===== config.mk =====
export PLATFORM = sky130hd
export DESIGN_NAME = spi_regs_mc
export DESIGN_NICKNAME = d
export VERILOG_FILES = /design/src/rtl/spi_regs_pkg.sv /design/src/rtl/SPI_master.sv /design/src/rtl/spi_regs_mc.sv
export SDC_FILE = /design/constraint.sdc
export NUM_CORES = 1
export LEC_CHECK = 0
export CAP_MARGIN = 15
export CORE_UTILIZATION = 45
export DETAILED_ROUTE_END_ITERATION = 10
export PLACE_DENSITY = 0.66
export SYNTH_ARGS = -nofsm -noshare
export SYNTH_HDL_FRONTEND = slang
export SYNTH_SLANG_ARGS = --single-unit

===== constraint.sdc =====
create_clock -name GCLK -period 2.2 [get_ports GCLK]
set_input_delay 0.33 -clock GCLK [delete_from_list [all_inputs] [get_ports GCLK]]
set_output_delay 0.33 -clock GCLK [all_outputs]
set_load 0.05 [all_outputs]

===== src/rtl/spi_regs_pkg.sv =====
// rtl/spi_regs_pkg.sv - register map, bit indices and FSM states for spi_regs_mc
package spi_regs_pkg;

   localparam logic [31:0] A_CTRL   = 32'd0;
   localparam logic [31:0] A_TIMING = 32'd1;
   localparam logic [31:0] A_TXDATA = 32'd2;
   localparam logic [31:0] A_RXDATA = 32'd3;
   localparam logic [31:0] A_STATUS = 32'd4;

   localparam int CTRL_START  = 0;
   localparam int STATUS_BUSY = 0;
   localparam int STATUS_DONE = 1;
   localparam int STATUS_ERR  = 2;

   // Packed to line up with CTRL[11:1]
   typedef struct packed {
      logic       irq_en;
      logic [3:0] cs_sel;
      logic [1:0] word_len;
      logic [1:0] sck_speed;
      logic [1:0] spi_mode;
   } ctrl_t;

   typedef enum logic [2:0] {
      ST_IDLE,
      ST_LAUNCH,
      ST_WAIT,
      ST_RUN,
      ST_CAPT
   } state_t;

endpackage


===== src/rtl/SPI_master.sv =====
// rtl/SPI_master.sv - SPI master core: CS/SCK delays, MSB-first shift, inter-frame gap
module SPI_master (
   input  logic        clk,
   input  logic        rst,
   input  logic        start,
   input  logic [1:0]  spi_mode,
   input  logic [1:0]  sck_speed,
   input  logic [1:0]  word_len,
   input  logic [7:0]  ifg,
   input  logic [7:0]  cs_sck,
   input  logic [7:0]  sck_cs,
   input  logic [31:0] mosi_data,
   input  logic        miso,
   output logic        busy,
   output logic [31:0] miso_data,
   output logic        mosi,
   output logic        sclk,
   output logic        cs_n
);

   typedef enum logic [2:0] {C_IDLE, C_CSSCK, C_XFER, C_SCKCS, C_IFG} cstate_t;

   cstate_t     st_q, st_d;
   logic [7:0]  cnt_q, cnt_d;
   logic [7:0]  div_q, div_d;
   logic [5:0]  edge_q, edge_d;
   logic [31:0] tx_q, tx_d;
   logic [31:0] rx_q, rx_d;
   logic        sclk_q, sclk_d;
   logic        mosi_q, mosi_d;
   logic        cs_n_q, cs_n_d;

   logic [7:0]  half_m1;
   logic [5:0]  nbits;
   logic [5:0]  last_edge;
   logic [31:0] tx_aligned;
   logic        cpha;

   always_comb begin
      cpha    = spi_mode[0];
      half_m1 = 8'((32'd1 << sck_speed) - 32'd1);
      case (word_len)
         2'd1:    nbits = 6'd8;
         2'd2:    nbits = 6'd16;
         2'd3:    nbits = 6'd24;
         default: nbits = 6'd32;
      endcase
      last_edge  = 6'((32'(nbits) << 1) - 32'd1);
      // Left-align short words so the MSB always leaves from bit 31
      tx_aligned = mosi_data << (32 - 32'(nbits));

      st_d   = st_q;
      cnt_d  = cnt_q;
      div_d  = div_q;
      edge_d = edge_q;
      tx_d   = tx_q;
      rx_d   = rx_q;
      sclk_d = sclk_q;
      mosi_d = mosi_q;
      cs_n_d = cs_n_q;

      case (st_q)
         C_IDLE: begin
            if (start) begin
               st_d   = C_CSSCK;
               cnt_d  = cs_sck;
               cs_n_d = 1'b0;
               rx_d   = '0;
               edge_d = '0;
               sclk_d = 1'b0;
               if (cpha) begin
                  tx_d = tx_aligned;
               end else begin
                  mosi_d = tx_aligned[31];
                  tx_d   = tx_aligned << 1;
               end
            end
         end
         C_CSSCK: begin
            if (cnt_q == 8'd0) begin
               st_d  = C_XFER;
               div_d = half_m1;
            end else begin
               cnt_d = cnt_q - 8'd1;
            end
         end
         C_XFER: begin
            if (div_q == 8'd0) begin
               div_d  = half_m1;
               sclk_d = ~sclk_q;
               edge_d = edge_q + 6'd1;
               // Even edges lead; CPHA decides whether leading edges sample or shift
               if (~edge_q[0] ^ cpha) begin
                  rx_d = {rx_q[30:0], miso};
               end else begin
                  mosi_d = tx_q[31];
                  tx_d   = tx_q << 1;
               end
               if (edge_q == last_edge) begin
                  st_d  = C_SCKCS;
                  cnt_d = sck_cs;
               end
            end else begin
               div_d = div_q - 8'd1;
            end
         end
         C_SCKCS: begin
            if (cnt_q == 8'd0) begin
               st_d   = C_IFG;
               cnt_d  = ifg;
               cs_n_d = 1'b1;
            end else begin
               cnt_d = cnt_q - 8'd1;
            end
         end
         C_IFG: begin
            if (cnt_q == 8'd0) st_d = C_IDLE;
            else               cnt_d = cnt_q - 8'd1;
         end
         default: st_d = C_IDLE;
      endcase
   end

   always_ff @(posedge clk) begin
      if (rst) begin
         st_q   <= C_IDLE;
         cnt_q  <= '0;
         div_q  <= '0;
         edge_q <= '0;
         tx_q   <= '0;
         rx_q   <= '0;
         sclk_q <= 1'b0;
         mosi_q <= 1'b0;
         cs_n_q <= 1'b1;
      end else begin
         st_q   <= st_d;
         cnt_q  <= cnt_d;
         div_q  <= div_d;
         edge_q <= edge_d;
         tx_q   <= tx_d;
         rx_q   <= rx_d;
         sclk_q <= sclk_d;
         mosi_q <= mosi_d;
         cs_n_q <= cs_n_d;
      end
   end

   assign busy      = (st_q != C_IDLE);
   assign miso_data = rx_q;
   assign mosi      = mosi_q;
   assign sclk      = sclk_q ^ spi_mode[1];
   assign cs_n      = cs_n_q;

endmodule


===== src/rtl/spi_regs_mc.sv =====
// rtl/spi_regs_mc.sv - register front-end with shadowed config for SPI_master; irq_o with SPI_REGS_MC_IRQ_EN
import spi_regs_pkg::*;

module spi_regs_mc #(
   parameter int NUM_CS = 4,
   parameter int ADDR_W = 3
) (
   input  logic              GCLK,
   input  logic              RST,
   input  logic              wr_en_i,
   input  logic              rd_en_i,
   input  logic [ADDR_W-1:0] addr_i,
   input  logic [31:0]       wdata_i,
   output logic [31:0]       rdata_o,
   output logic              rvalid_o,
   output logic              busy_o,
   input  logic              MISO_i,
   output logic              MOSI_o,
   output logic              SCLK_o,
   output logic [NUM_CS-1:0] CS_o
`ifdef SPI_REGS_MC_IRQ_EN
   ,
   output logic              irq_o
`endif
);

   localparam logic [4:0] NUM_CS_L = 5'(NUM_CS);

   state_t      state_q, state_d;
   ctrl_t       ctrl_q, ctrl_d;
   logic [23:0] timing_q, timing_d;
   logic [31:0] txdata_q, txdata_d;
   logic [31:0] rxdata_q, rxdata_d;
   logic        done_q, done_d;
   logic        err_q, err_d;
   logic [1:0]  sh_mode_q, sh_mode_d;
   logic [1:0]  sh_speed_q, sh_speed_d;
   logic [1:0]  sh_len_q, sh_len_d;
   logic [3:0]  sh_cs_q, sh_cs_d;
   logic [23:0] sh_timing_q, sh_timing_d;
   logic [31:0] sh_tx_q, sh_tx_d;
   logic [31:0] rdata_q, rdata_d;
   logic        rvalid_q, rvalid_d;

   logic [31:0] addr_ext;
   ctrl_t       wr_ctrl;
   logic        busy, wr_cfg, start_req, start_ok, err_set;
   logic        core_start, core_busy, core_cs_n;
   logic [31:0] core_rx;

   always_comb begin
      addr_ext = 32'(addr_i);
      wr_ctrl  = ctrl_t'(wdata_i[11:1]);
`ifndef SPI_REGS_MC_IRQ_EN
      wr_ctrl.irq_en = 1'b0;
`endif
      busy       = (state_q != ST_IDLE);
      core_start = (state_q == ST_LAUNCH);
      wr_cfg     = wr_en_i && (addr_ext == A_CTRL || addr_ext == A_TIMING || addr_ext == A_TXDATA);
      start_req  = wr_en_i && (addr_ext == A_CTRL) && wdata_i[CTRL_START];
      start_ok   = start_req && !busy && ({1'b0, wr_ctrl.cs_sel} < NUM_CS_L);
      err_set    = 1'b0;

      state_d     = state_q;
      ctrl_d      = ctrl_q;
      timing_d    = timing_q;
      txdata_d    = txdata_q;
      rxdata_d    = rxdata_q;
      done_d      = done_q;
      err_d       = err_q;
      sh_mode_d   = sh_mode_q;
      sh_speed_d  = sh_speed_q;
      sh_len_d    = sh_len_q;
      sh_cs_d     = sh_cs_q;
      sh_timing_d = sh_timing_q;
      sh_tx_d     = sh_tx_q;
      rdata_d     = rdata_q;
      rvalid_d    = rd_en_i;

      if (wr_cfg && busy) begin
         err_set = 1'b1;
      end else if (wr_en_i) begin
         if (addr_ext == A_CTRL)   ctrl_d   = wr_ctrl;
         if (addr_ext == A_TIMING) timing_d = wdata_i[23:0];
         if (addr_ext == A_TXDATA) txdata_d = wdata_i;
      end
      if (start_req && !busy && !start_ok) err_set = 1'b1;

      // Shadows take the CTRL fields from the same write that carries START
      if (start_ok) begin
         sh_mode_d   = wr_ctrl.spi_mode;
         sh_speed_d  = wr_ctrl.sck_speed;
         sh_len_d    = wr_ctrl.word_len;
         sh_cs_d     = wr_ctrl.cs_sel;
         sh_timing_d = timing_q;
         sh_tx_d     = txdata_q;
      end

      if (wr_en_i && addr_ext == A_STATUS) begin
         if (wdata_i[STATUS_DONE]) done_d = 1'b0;
         if (wdata_i[STATUS_ERR])  err_d  = 1'b0;
      end

      case (state_q)
         ST_IDLE:   if (start_ok) state_d = ST_LAUNCH;
         ST_LAUNCH: state_d = ST_WAIT;
         ST_WAIT:   if (core_busy) state_d = ST_RUN;
         ST_RUN:    if (!core_busy) state_d = ST_CAPT;
         ST_CAPT: begin
            rxdata_d = core_rx;
            done_d   = 1'b1;
            state_d  = ST_IDLE;
         end
         default:   state_d = ST_IDLE;
      endcase

      // Sets are applied after clears so they win on collision
      if (err_set) err_d = 1'b1;

      if (rd_en_i) begin
         case (addr_ext)
            A_CTRL:   rdata_d = {20'd0, ctrl_q, 1'b0};
            A_TIMING: rdata_d = {8'd0, timing_q};
            A_TXDATA: rdata_d = txdata_q;
            A_RXDATA: rdata_d = rxdata_q;
            A_STATUS: rdata_d = {29'd0, err_q, done_q, busy};
            default:  rdata_d = '0;
         endcase
      end
   end

`ifdef SPI_REGS_MC_IRQ_EN
   logic irq_q, irq_d;
   always_comb irq_d = done_q & ctrl_q.irq_en;
   always_ff @(posedge GCLK) begin
      if (RST) irq_q <= 1'b0;
      else     irq_q <= irq_d;
   end
   assign irq_o = irq_q;
`endif

   always_ff @(posedge GCLK) begin
      if (RST) begin
         state_q     <= ST_IDLE;
         ctrl_q      <= '0;
         timing_q    <= '0;
         txdata_q    <= '0;
         rxdata_q    <= '0;
         done_q      <= 1'b0;
         err_q       <= 1'b0;
         sh_mode_q   <= '0;
         sh_speed_q  <= '0;
         sh_len_q    <= '0;
         sh_cs_q     <= '0;
         sh_timing_q <= '0;
         sh_tx_q     <= '0;
         rdata_q     <= '0;
         rvalid_q    <= 1'b0;
      end else begin
         state_q     <= state_d;
         ctrl_q      <= ctrl_d;
         timing_q    <= timing_d;
         txdata_q    <= txdata_d;
         rxdata_q    <= rxdata_d;
         done_q      <= done_d;
         err_q       <= err_d;
         sh_mode_q   <= sh_mode_d;
         sh_speed_q  <= sh_speed_d;
         sh_len_q    <= sh_len_d;
         sh_cs_q     <= sh_cs_d;
         sh_timing_q <= sh_timing_d;
         sh_tx_q     <= sh_tx_d;
         rdata_q     <= rdata_d;
         rvalid_q    <= rvalid_d;
      end
   end

   SPI_master u_core (
      .clk       (GCLK),
      .rst       (RST),
      .start     (core_start),
      .spi_mode  (sh_mode_q),
      .sck_speed (sh_speed_q),
      .word_len  (sh_len_q),
      .ifg       (sh_timing_q[7:0]),
      .cs_sck    (sh_timing_q[15:8]),
      .sck_cs    (sh_timing_q[23:16]),
      .mosi_data (sh_tx_q),
      .miso      (MISO_i),
      .busy      (core_busy),
      .miso_data (core_rx),
      .mosi      (MOSI_o),
      .sclk      (SCLK_o),
      .cs_n      (core_cs_n)
   );

   always_comb begin
      for (int i = 0; i < NUM_CS; i++) begin
         CS_o[i] = (sh_cs_q == 4'(i)) ? core_cs_n : 1'b1;
      end
   end

   assign rdata_o  = rdata_q;
   assign rvalid_o = rvalid_q;
   assign busy_o   = busy;

endmodule


==> results.cfg, run 1 <==
[outcome]
status = finished clean

[critical_path]
critical_path_peak_fanout = 66
worstPathRequired_ns = 2.60
path_depth = 7
ff2ff_path_depth = 7
crit_slowest_cell = or4b_2
timing.rr.end = sh_tx_q[16]$_SDFFE_PP0P_
crit_family = simple AND/OR/NAND/NOR gates
startpoint = state_q[2]$_SDFFE_PP0P_
start_kind = register
endpoint = sh_tx_q[16]$_SDFFE_PP0P_
worst_ep_arrival_time_ns = 2.53
crit_chain = nor3_2 -> buf_4 -> nand3_1 -> or4b_2 -> buf_12 -> nand2_1 -> a21oi_1
r2r_slack_ns = 0.07
rr_startpoint = state_q[2]$_SDFFE_PP0P_
critPathKind = register to register
cp_slowest_stage_delay_ns = 0.69
crit_buf_inv = 2
endpoint_kind = register

[floorplanning]
row_count = 60
ios = 80
die_x_um = 170
die_h_um = 170
start_util = 0.464
core_um2 = 27300
die_area_um2 = 28800

[power]
p_total_w = 0.0126
combPwrFrac = 0.108
switching_share = 0.244
power-per-cell-area_nw_per_um2 = 815
p_switching_w = 0.00308
leakagePower_nw = 5.40
power_frac_seq = 0.432
internal-power_w = 0.00954
p_clk_frac = 0.459
vdd_ir_drop_max_mv = 0.641

[placed_design]
finalWeightedCongestion = 0.858
dpl.hpwl_um = 24100
io_buffer_count = 79
place_ws_ns = -0.156

[logic_synthesis]
yosys-mux-area-fraction = 0.0751
yosysTopAreaCell = dfxtp_1
ys_top_cells_by_area = dfxtp_1 (47%), nand2_1 (10%), a21oi_1 (8.1%)
syn_avg_cell_area_um2 = 8.43
syn_inst = 1499
synth_cell_types = 66
ys_warn_count = 0
synth_xor_area_frac = 0.0104
synth_top_family_by_area = simple AND/OR/NAND/NOR gates
synth_edf_count = 0
synth_area_um2 = 12600
synth-simple-area-share = 0.203
synthArstFlopShare = 0
yosys.area.top_type_share = 0.466
synth_flop_cell = dfxtp_1
ys_seq_area_frac = 0.466
synth-adder-area-share = 0.00792
synth_compound_area_frac = 0.197
synth_nets = 1547
ys_ff_latch = 294

[final_layout]
layout_common_cells = nand2_1 (342), dfxtp_1 (290), a21oi_1 (204), nor2_1 (113)
drive_above_1_share = 0.132
layout_commonest_cell = nand2_1
area_growth_pct = 22.4
n_antenna_cell = 0
multiInputGateArea_um2 = 6350
regArea_um2 = 5890
fin_nets = 1624
fillers = 2462

[timing]
fin_setup_tns_ns = 0
fin_skew_ns = 0.00880
max_freq_mhz = 470
tightest_slew_ns = 1.05
timing.final.crit_share = 0.967
hold_viol = 0
period_needed_ns = 2.13
drv_slew = 0
final-setup-viol-count = 0
relSlewSlack = 0.300
fin_ws_ns = 0.0734

[detailed_routing]
wl_um = 34600
via_per_inst = 5.60
wl_per_cell_um = 17.6
drt-pass1-iter-count = 6
drtIter0Drc = 926
drc_errors = 0
ant_nets = 0
vias = 11035

[global_route]
grt_max_degree = 136
grt_usage = 0.241
grt_pass1_vias = 10321
gr-total-overflow = 0
grt_pass1_wl_um = 56000
antenna_found_initial = 0

[clock_tree]
clk_latency_ns = 0.55
root_buffer = clkbuf_16
clkSinkCount = 294
cts_tree = yes
clock_path_buffers = 3
h-tree-depth = 1
cts_setup_buffers = 0
numCtsBuffers = 30
path_clk_slew_ns = 0.06

[flow_run]
maxCapViolCount = 0

[worst_hold_path]
min_path_type = primary input to register
power by group through the flow:
stage	clock, W	sequential [W]	combinational [W]
6_report	0.00579	0.00545	0.00137
5_1_grt	0.00607	0.00546	0.00148
4_1_cts	0.00588	0.00545	0.00133
3_5_place_dp	0	0.00557	0.00131
3_3_place_gp	0	0.00557	0.00131
2_1_floorplan	0	0.00557	0.000769
kinds of logic after synthesis:
logic type	count (synthesis)
simple gates	587
buf+inv	132
flops	294
fa+ha+maj	8
mux	73
compound gates	390
xor+xnor	15
worst min path at each step:
stage,from,endpoint,slack (ns),cells after the start
3_5_place_dp,rxdata_q[12]$_SDFFE_PP0P_,rxdata_q[12]$_SDFFE_PP0P_,0.45,2
3_3_place_gp,ctrl_q[7]$_SDFFE_PP0P_,ctrl_q[7]$_SDFFE_PP0P_,0.44,2
2_1_floorplan,u_core.miso_data[31]$_SDFFE_PP0P_,rxdata_q[31]$_SDFFE_PP0P_,0.43,2
6_report,RST,u_core.sclk_q$_SDFFE_PP0P_,0.19,2
4_1_cts,RST,u_core.sclk_q$_SDFFE_PP0P_,0.17,2
5_1_grt,RST,u_core.div_q[3]$_SDFFE_PP0P_,0.22,2
what timing repair did:
item | CTS | global route
hold buffers | 0 | 0
setup endpoints to repair | 5 | 73
gates resized for setup | 6 | 21
sequential cells by signal, indices dropped and copies added, names as in the netlist, 2 cells and up:
| signal | cells |
|---|---|
| ctrl_q | 10 |
| rdata_o | 32 |
| rxdata_q | 32 |
| sh_cs_q | 4 |
| sh_len_q | 2 |
| sh_mode_q | 2 |
| sh_speed_q | 2 |
| sh_timing_q | 24 |
| sh_tx_q | 32 |
| state_q | 3 |
| timing_q | 24 |
| txdata_q | 32 |
| u_core.cnt_q | 8 |
| u_core.div_q | 8 |
| u_core.edge_q | 6 |
| u_core.miso_data | 32 |
| u_core.st_q | 3 |
| u_core.tx_q | 32 |
layout make-up:
class / instances / share of cell area
Clock inverter: 18 / 0.0179
Inverter: 16 / 0.00388
Multi-Input combinational cell: 1073 / 0.410
Clock buffer: 38 / 0.0564
Timing Repair Buffer: 161 / 0.101
Tap cell: 372 / 0.0301
Sequential cell: 294 / 0.381
per-layer routing:
layer  track usage  share of wire  vias to the layer above
li1              -              -                     5447
met1         0.353           0.49                     5283
met2         0.379           0.45                      268
met3        0.0259          0.045                       37
met4        0.0513          0.015                        0
met5             0              0                        -
stage by stage:
step	cell area [um2]	cells	hold WS (ns)	utilization
after floorplan	12600	1499	0.432	-
after global placement	14300	1916	0.440	0.524
after detailed placement	14300	1916	0.445	0.524
after CTS	15400	1972	0.174	0.566
after global routing	15500	1972	0.225	0.568
final	15500	1972	0.191	0.568
Yosys cell counts (all sizes together) (4+ instances only):
master   count
a211oi      23
a21oi      205
a221oi       7
a222oi       7
a22o        45
a22oi       28
and2         4
and3         6
buf         20
clkbuf      96
dfxtp      294
ha           8
inv         16
mux2        15
mux2i       42
mux4        16
nand2      343
nand2b       9
nand3       18
nand3b       4
nand4        8
nor2       113
nor2b        4
nor3        30
nor3b        6
nor4        15
nor4b        4
o21ai       17
o221ai       8
o22ai        7
o2bb2ai      7
o311ai       4
o31ai        8
or3         11
or4b         4
xnor2       11
xor2         4
No activity file was read; power rests on OpenSTA's default activity.
==> inputs of run 2 (changes only) <==
Settings changed: CTS_CLUSTER_SIZE from default to 28.
==> results of run 2 <==
The final DEF is identical to that of run 1; final timing and power are the same.
